## config.mk

```make
export PLATFORM = sky130hd
export DESIGN_NAME = instr_byte_assembler
export DESIGN_NICKNAME = d
export VERILOG_FILES = /design/src/rtl/instr_byte_assembler.sv
export SDC_FILE = /design/constraint.sdc
export NUM_CORES = 1
export LEC_CHECK = 0
export ABC_AREA = 1
export CAP_MARGIN = 20
export CELL_PAD_IN_SITES_DETAIL_PLACEMENT = 0
export CELL_PAD_IN_SITES_GLOBAL_PLACEMENT = 1
export CORE_MARGIN = 2
export CORE_UTILIZATION = 33
export DETAILED_ROUTE_END_ITERATION = 16
export PLACE_DENSITY = 0.88
export SYNTH_ARGS = -nofsm -noshare
export SYNTH_HDL_FRONTEND = slang
export SYNTH_SLANG_ARGS = --single-unit
```

## constraint.sdc

```tcl
create_clock -name CLKx4 -period 1.96 [get_ports CLKx4]
set_input_delay 0.49 -clock CLKx4 [delete_from_list [all_inputs] [get_ports CLKx4]]
set_output_delay 0.49 -clock CLKx4 [all_outputs]
set_load 0.005 [all_outputs]
```

## src/rtl/instr_byte_assembler.sv

```systemverilog
// Assembles one 8088 instruction record (prefixes, opcode, ModRM, disp, imm) from the
// prefetch queue, one byte per two cycles, and hands it to the execution unit.
module instr_byte_assembler #(
  parameter int unsigned LEN_WIDTH = 4
) (
  input  logic                 CLKx4,
  input  logic                 RESET,
  input  logic [7:0]           prefetchTop,
  input  logic [19:0]          prefetchTopLinearAddress,
  input  logic                 prefetchEmpty,
  output logic                 advanceTop,
  input  logic                 flush,
  output logic [7:0]           lookupOpcode,
  input  logic                 lookupModRM,
  input  logic [2:0]           lookupImmBytes,
  output logic                 instrValid,
  input  logic                 instrAccept,
  output logic                 segOverrideValid,
  output logic [2:0]           segOverride,
  output logic [1:0]           repPrefix,
  output logic                 lockPrefix,
  output logic [7:0]           opcode,
  output logic [7:0]           modrm,
  output logic [15:0]          disp,
  output logic [31:0]          imm,
  output logic [19:0]          instrLinearAddress,
  output logic [LEN_WIDTH-1:0] instrLength
);

  typedef enum logic [2:0] {
    StFetchOp,
    StFetchModrm,
    StFetchDisp,
    StFetchImm,
    StGap,
    StValid
  } state_e;

  // Remembers what the byte before the current gap was, so the gap knows where to go.
  typedef enum logic [1:0] {
    LastPrefix,
    LastOpcode,
    LastOther
  } last_e;

  localparam logic [LEN_WIDTH-1:0] LenMax = '1;
  localparam logic [LEN_WIDTH-1:0] LenOne = LEN_WIDTH'(1);

  state_e               state_q, state_d;
  last_e                last_q, last_d;
  logic                 adv_q, adv_d;
  logic                 seg_valid_q, seg_valid_d;
  logic [1:0]           seg_q, seg_d;
  logic [1:0]           rep_q, rep_d;
  logic                 lock_q, lock_d;
  logic [7:0]           opcode_q, opcode_d;
  logic [7:0]           modrm_q, modrm_d;
  logic [15:0]          disp_q, disp_d;
  logic [31:0]          imm_q, imm_d;
  logic [19:0]          addr_q, addr_d;
  logic [LEN_WIDTH-1:0] len_q, len_d;
  logic [1:0]           disp_left_q, disp_left_d;
  logic                 disp_two_q, disp_two_d;
  logic [2:0]           imm_left_q, imm_left_d;
  logic [1:0]           imm_idx_q, imm_idx_d;

  logic                 fetching;
  logic                 is_seg;
  logic                 is_rep;
  logic                 is_lock;
  logic [2:0]           rom_imm;
  logic [1:0]           modrm_disp;
  logic [LEN_WIDTH-1:0] len_inc;
  state_e               after_field;

  assign fetching = (state_q == StFetchOp) || (state_q == StFetchModrm) ||
                    (state_q == StFetchDisp) || (state_q == StFetchImm);
  assign is_seg   = (prefetchTop == 8'h26) || (prefetchTop == 8'h2E) ||
                    (prefetchTop == 8'h36) || (prefetchTop == 8'h3E);
  assign is_rep   = (prefetchTop == 8'hF2) || (prefetchTop == 8'hF3);
  assign is_lock  = (prefetchTop == 8'hF0);
  assign rom_imm  = (lookupImmBytes > 3'd4) ? 3'd4 : lookupImmBytes;
  assign len_inc  = (len_q == LenMax) ? len_q : len_q + LenOne;

  always_comb begin
    modrm_disp = 2'd0;
    unique case (prefetchTop[7:6])
      2'b00:   modrm_disp = (prefetchTop[2:0] == 3'b110) ? 2'd2 : 2'd0;
      2'b01:   modrm_disp = 2'd1;
      2'b10:   modrm_disp = 2'd2;
      default: modrm_disp = 2'd0;
    endcase
  end

  always_comb begin
    after_field = StValid;
    if (disp_left_q != 2'd0) begin
      after_field = StFetchDisp;
    end else if (imm_left_q != 3'd0) begin
      after_field = StFetchImm;
    end
  end

  always_comb begin
    state_d     = state_q;
    last_d      = last_q;
    adv_d       = 1'b0;
    seg_valid_d = seg_valid_q;
    seg_d       = seg_q;
    rep_d       = rep_q;
    lock_d      = lock_q;
    opcode_d    = opcode_q;
    modrm_d     = modrm_q;
    disp_d      = disp_q;
    imm_d       = imm_q;
    addr_d      = addr_q;
    len_d       = len_q;
    disp_left_d = disp_left_q;
    disp_two_d  = disp_two_q;
    imm_left_d  = imm_left_q;
    imm_idx_d   = imm_idx_q;

    if (flush) begin
      state_d     = StFetchOp;
      last_d      = LastOther;
      seg_valid_d = 1'b0;
      seg_d       = 2'd0;
      rep_d       = 2'd0;
      lock_d      = 1'b0;
      opcode_d    = 8'h00;
      modrm_d     = 8'h00;
      disp_d      = 16'h0000;
      imm_d       = 32'h0000_0000;
      addr_d      = 20'h00000;
      len_d       = '0;
      disp_left_d = 2'd0;
      disp_two_d  = 1'b0;
      imm_left_d  = 3'd0;
      imm_idx_d   = 2'd0;
    end else begin
      // Every fetch state shares the pop strobe, the gap and the length count.
      if (fetching && !prefetchEmpty) begin
        adv_d   = 1'b1;
        state_d = StGap;
        len_d   = len_inc;
        last_d  = LastOther;
      end

      unique case (state_q)
        StFetchOp: begin
          if (!prefetchEmpty) begin
            if (len_q == '0) begin
              addr_d = prefetchTopLinearAddress;
            end
            if (is_seg) begin
              seg_valid_d = 1'b1;
              seg_d       = prefetchTop[4:3];
              last_d      = LastPrefix;
            end else if (is_rep) begin
              rep_d  = {1'b1, prefetchTop[0]};
              last_d = LastPrefix;
            end else if (is_lock) begin
              lock_d = 1'b1;
              last_d = LastPrefix;
            end else begin
              opcode_d = prefetchTop;
              last_d   = LastOpcode;
            end
          end
        end
        StFetchModrm: begin
          if (!prefetchEmpty) begin
            modrm_d     = prefetchTop;
            disp_left_d = modrm_disp;
            disp_two_d  = (modrm_disp == 2'd2);
          end
        end
        StFetchDisp: begin
          if (!prefetchEmpty) begin
            if (!disp_two_q) begin
              disp_d = {{8{prefetchTop[7]}}, prefetchTop};
            end else if (disp_left_q == 2'd2) begin
              disp_d[7:0] = prefetchTop;
            end else begin
              disp_d[15:8] = prefetchTop;
            end
            disp_left_d = disp_left_q - 2'd1;
          end
        end
        StFetchImm: begin
          if (!prefetchEmpty) begin
            imm_d[{imm_idx_q, 3'b000} +: 8] = prefetchTop;
            imm_idx_d  = imm_idx_q + 2'd1;
            imm_left_d = imm_left_q - 3'd1;
          end
        end
        StGap: begin
          unique case (last_q)
            LastPrefix: state_d = StFetchOp;
            LastOpcode: begin
              // The ROM output is valid now: opcode has been stable for a full cycle.
              imm_left_d = rom_imm;
              imm_idx_d  = 2'd0;
              if (lookupModRM) begin
                state_d = StFetchModrm;
              end else if (rom_imm != 3'd0) begin
                state_d = StFetchImm;
              end else begin
                state_d = StValid;
              end
            end
            default: state_d = after_field;
          endcase
        end
        StValid: begin
          if (instrAccept) begin
            state_d     = StFetchOp;
            seg_valid_d = 1'b0;
            seg_d       = 2'd0;
            rep_d       = 2'd0;
            lock_d      = 1'b0;
            modrm_d     = 8'h00;
            disp_d      = 16'h0000;
            imm_d       = 32'h0000_0000;
            len_d       = '0;
            disp_left_d = 2'd0;
            disp_two_d  = 1'b0;
            imm_left_d  = 3'd0;
            imm_idx_d   = 2'd0;
          end
        end
        default: state_d = StFetchOp;
      endcase
    end
  end

  always_ff @(posedge CLKx4) begin
    if (RESET) begin
      state_q     <= StFetchOp;
      last_q      <= LastOther;
      adv_q       <= 1'b0;
      seg_valid_q <= 1'b0;
      seg_q       <= 2'd0;
      rep_q       <= 2'd0;
      lock_q      <= 1'b0;
      opcode_q    <= 8'h00;
      modrm_q     <= 8'h00;
      disp_q      <= 16'h0000;
      imm_q       <= 32'h0000_0000;
      addr_q      <= 20'h00000;
      len_q       <= '0;
      disp_left_q <= 2'd0;
      disp_two_q  <= 1'b0;
      imm_left_q  <= 3'd0;
      imm_idx_q   <= 2'd0;
    end else begin
      state_q     <= state_d;
      last_q      <= last_d;
      adv_q       <= adv_d;
      seg_valid_q <= seg_valid_d;
      seg_q       <= seg_d;
      rep_q       <= rep_d;
      lock_q      <= lock_d;
      opcode_q    <= opcode_d;
      modrm_q     <= modrm_d;
      disp_q      <= disp_d;
      imm_q       <= imm_d;
      addr_q      <= addr_d;
      len_q       <= len_d;
      disp_left_q <= disp_left_d;
      disp_two_q  <= disp_two_d;
      imm_left_q  <= imm_left_d;
      imm_idx_q   <= imm_idx_d;
    end
  end

  assign advanceTop         = adv_q;
  assign lookupOpcode       = opcode_q;
  assign instrValid         = (state_q == StValid);
  assign segOverrideValid   = seg_valid_q;
  assign segOverride        = {1'b0, seg_q};
  assign repPrefix          = rep_q;
  assign lockPrefix         = lock_q;
  assign opcode             = opcode_q;
  assign modrm              = modrm_q;
  assign disp               = disp_q;
  assign imm                = imm_q;
  assign instrLinearAddress = addr_q;
  assign instrLength        = len_q;

endmodule

```

==> flow_metrics.tcl <==
set metrics [dict create \
    status "finished clean" \
    r2r_slack_ns 0.29 \
    core_um2 14600 \
    cts_resized 2 \
    ys.flop_type "dfxtp_1" \
    cts_root_buf "clkbuf_16" \
    fin_util 0.484 \
    die_y_um 127 \
    reg2reg_from "state_q[1]$_SDFF_PP0_" \
    drv_slew 0 \
    holdBufCountCts 0 \
    gp_congestion 0.848 \
    clockBufferDepth 2 \
    port-buffer-count 140 \
    hp-class "register to register" \
    grt_pass1_wl_um 22600 \
    cts_tree "built" \
    vias 4954 \
    clk_latency_ns 0.35 \
    cts.sinks 108 \
    switching_power_mw 1.14 \
    n_fill_cell 1502 \
    pwr-share-comb 0.124 \
    setup_viol 0 \
    hold_viol_final 0 \
    synth_common_cells "nor2_1 (151), nand2_1 (143), dfxtp_1 (108)" \
    drt_iter0_drc 242 \
    synth_cells 710 \
    regArea_um2 2160 \
    dr.pass1.iters 5 \
    p_int_mw 3.41 \
    relSlewSlack 0.638 \
    irDropWorstVdd_mv 0.423 \
    hold_start "repPrefix[1]$_SDFFE_PP0P_" \
    synth_warnings 0 \
    pin_count 142 \
    r2r-end "imm[17]$_SDFFE_PP0P_" \
    worst-setup-path-type "register to output pin" \
    syn_area_um2 5000 \
    layout-drive-gt1-share 0.0959 \
    swShare 0.251 \
    holdPathEnd "repPrefix[1]$_SDFFE_PP0P_" \
    synth-edff-count 0 \
    tightest_slew_ns 0.543 \
    total_power_mw 4.55 \
    path_delay_family "buffers and inverters" \
    required_ns 1.47 \
    r2r_cells 7 \
    yosysTopAreaCell "dfxtp_1" \
    p_leak_nw 2.82 \
    dp_hpwl_um 10800 \
    clock_skew_ns 0.0107 \
    synth-seq-cells 108 \
    cp_num_buf_inv 1 \
    cellPowerDensity_nw_per_um2 643 \
    critPathLaunchType "register" \
    post-route-min-period_ns 1.82 \
    cts_made_buffers 9 \
    drc 0 \
    clkTransAtPathRegs_ns 0.07 \
    layout-area-overhead-vs-synth_pct 41.8 \
    ys_types 35 \
    die-area_um2 16100 \
    start_util 0.341 \
    cp_max_fo 6 \
    rsz0062_at_grt "false" \
    slowest_stage "clkdlybuf4s50_1" \
    crit_chain "clkdlybuf4s50_1" \
    antenna_left 0 \
    yosys.area.top_type_share 0.433 \
    drv_cap 0 \
    diodes 0 \
    antenna_found_initial 0 \
    clockPowerShare 0.378 \
    synth.avg_cell_area_um2 7.04 \
    drt-vias-per-instance 4.67 \
    die_w_um 127 \
    syn_nets 757 \
    cpPeakStageDelay_ns 0.54 \
    synthArstFlopShare 0 \
    netlist_top_cells_area "dfxtp_1 (43%), nor2_1 (11%), nand2_1 (11%), o21ai_0 (5.2%), a21oi_1 (4.4%)" \
    wire_per_inst_um 13.4 \
    pwr-share-seq 0.498 \
    seq_area_frac_synth 0.433 \
    postCtsSetupRepairBufs 0 \
    multi_input_area_um2 2410 \
    worstPathArrival_ns 1.33 \
    fin_tns_setup_ns 0 \
    grt_pass1_vias 4478 \
    min_period_over_period 0.928 \
    drt_wl_total_um 14200 \
    min_path_cells 2 \
    grt.overflow.total 0 \
    end_kind "output pin" \
    grt_max_degree 35 \
    fin_nets 919 \
    ctsHtreeMaxLevel 3 \
    gr-usage-all-layers 0.177 \
    max_freq_mhz 550 \
    rows 44 \
    synth.most_common_cell "nor2_1" \
    holdWs_ns 0.454 \
]
## final cells by class
type / instances / share of cell area
multi-input cells: 509 / 0.340
flip-flops and latches: 108 / 0.305
repair buffers: 188 / 0.254
clock buffers: 10 / 0.0337
well taps: 184 / 0.0325
inverters: 56 / 0.0297
clock inverters: 5 / 0.00547
## state kept, by name, summed over array words and instances (netlist names)
register and flops:
imm 32, instrLinearAddress 20, disp 16, lookupOpcode 8
modrm 8, instrLength 4, imm_left_q 3, state_q 3
disp_left_q 2, imm_idx_q 2, last_q 2, repPrefix 2
seg_q 2, advanceTop 1, disp_two_q 1, lockPrefix 1
segOverrideValid 1
## kinds of logic (layout without fill, tap and decap cells)
logic type,count (synthesis),in the layout,synth area share
other,1,1,0.000750
AOI/OAI and AO/OA,108,108,0.114
DFF,108,108,0.433
buffers and inverters,93,259,0.0876
adders and majority gates,10,10,0.0250
and+or+nand+nor,388,388,0.337
xor gates and xnor gates,2,2,0.00351
## power groups by stage
stage	Sequential, mW	Combinational (mW)	Clock (mW)
after floorplan	2.32	0.273	0
after global placement	2.32	0.564	0
after detailed placement	2.32	0.566	0
after CTS	2.27	0.568	1.77
after global routing	2.27	0.631	1.86
final	2.27	0.565	1.72
## through the flow
stage | instance area, um2 | setup slack [ns] | instances
5_1_grt | 7090 | 0.0624 | 1060
2_1_floorplan | 5000 | 0.292 | 710
3_3_place_gp | 6810 | -0.127 | 1045
6_report | 7090 | 0.141 | 1060
4_1_cts | 7090 | 0.117 | 1060
3_5_place_dp | 6810 | -0.142 | 1045
## worst max-delay path by stage
stage | depth (start not counted) | to | from
after floorplan | 6 | imm[16]$_SDFFE_PP0P_ | imm_idx_q[0]$_SDFFE_PP0P_
after global placement | 8 | lookupOpcode[6]$_SDFFE_PP0P_ | prefetchEmpty
after detailed placement | 8 | instrLinearAddress[4]$_SDFFE_PP0P_ | prefetchEmpty
after CTS | 1 | instrLength[3] | instrLength[3]$_SDFF_PP0_
after global routing | 1 | instrLength[3] | instrLength[3]$_SDFF_PP0_
final | 1 | instrLength[3] | instrLength[3]$_SDFF_PP0_
## routing by layer
metal | share of wire | vias up | track usage | wire [um]
met5 | 0 | - | 0 | 0
met4 | 0.0095 | 0 | 0.0459 | 135
met3 | 0.051 | 9 | 0.0448 | 730
met2 | 0.46 | 129 | 0.290 | 6520
met1 | 0.48 | 2199 | 0.232 | 6850
li1 | - | 2617 | - | -
## cell usage in the layout (no fill, tap or decap), types with 9 or more instances in the layout
| master | n |
|---|---|
| clkbuf_16 | 9 |
| nand2_1 | 143 |
| nor2_1 | 150 |
| inv_1 | 53 |
| ha_1 | 10 |
| nand3_1 | 38 |
| clkdlybuf4s50_1 | 139 |
| buf_4 | 45 |
| a21oi_1 | 44 |
| o21ai_0 | 52 |
| dfxtp_1 | 107 |
| nand4_1 | 33 |
Power figures use the tool's default switching activity.
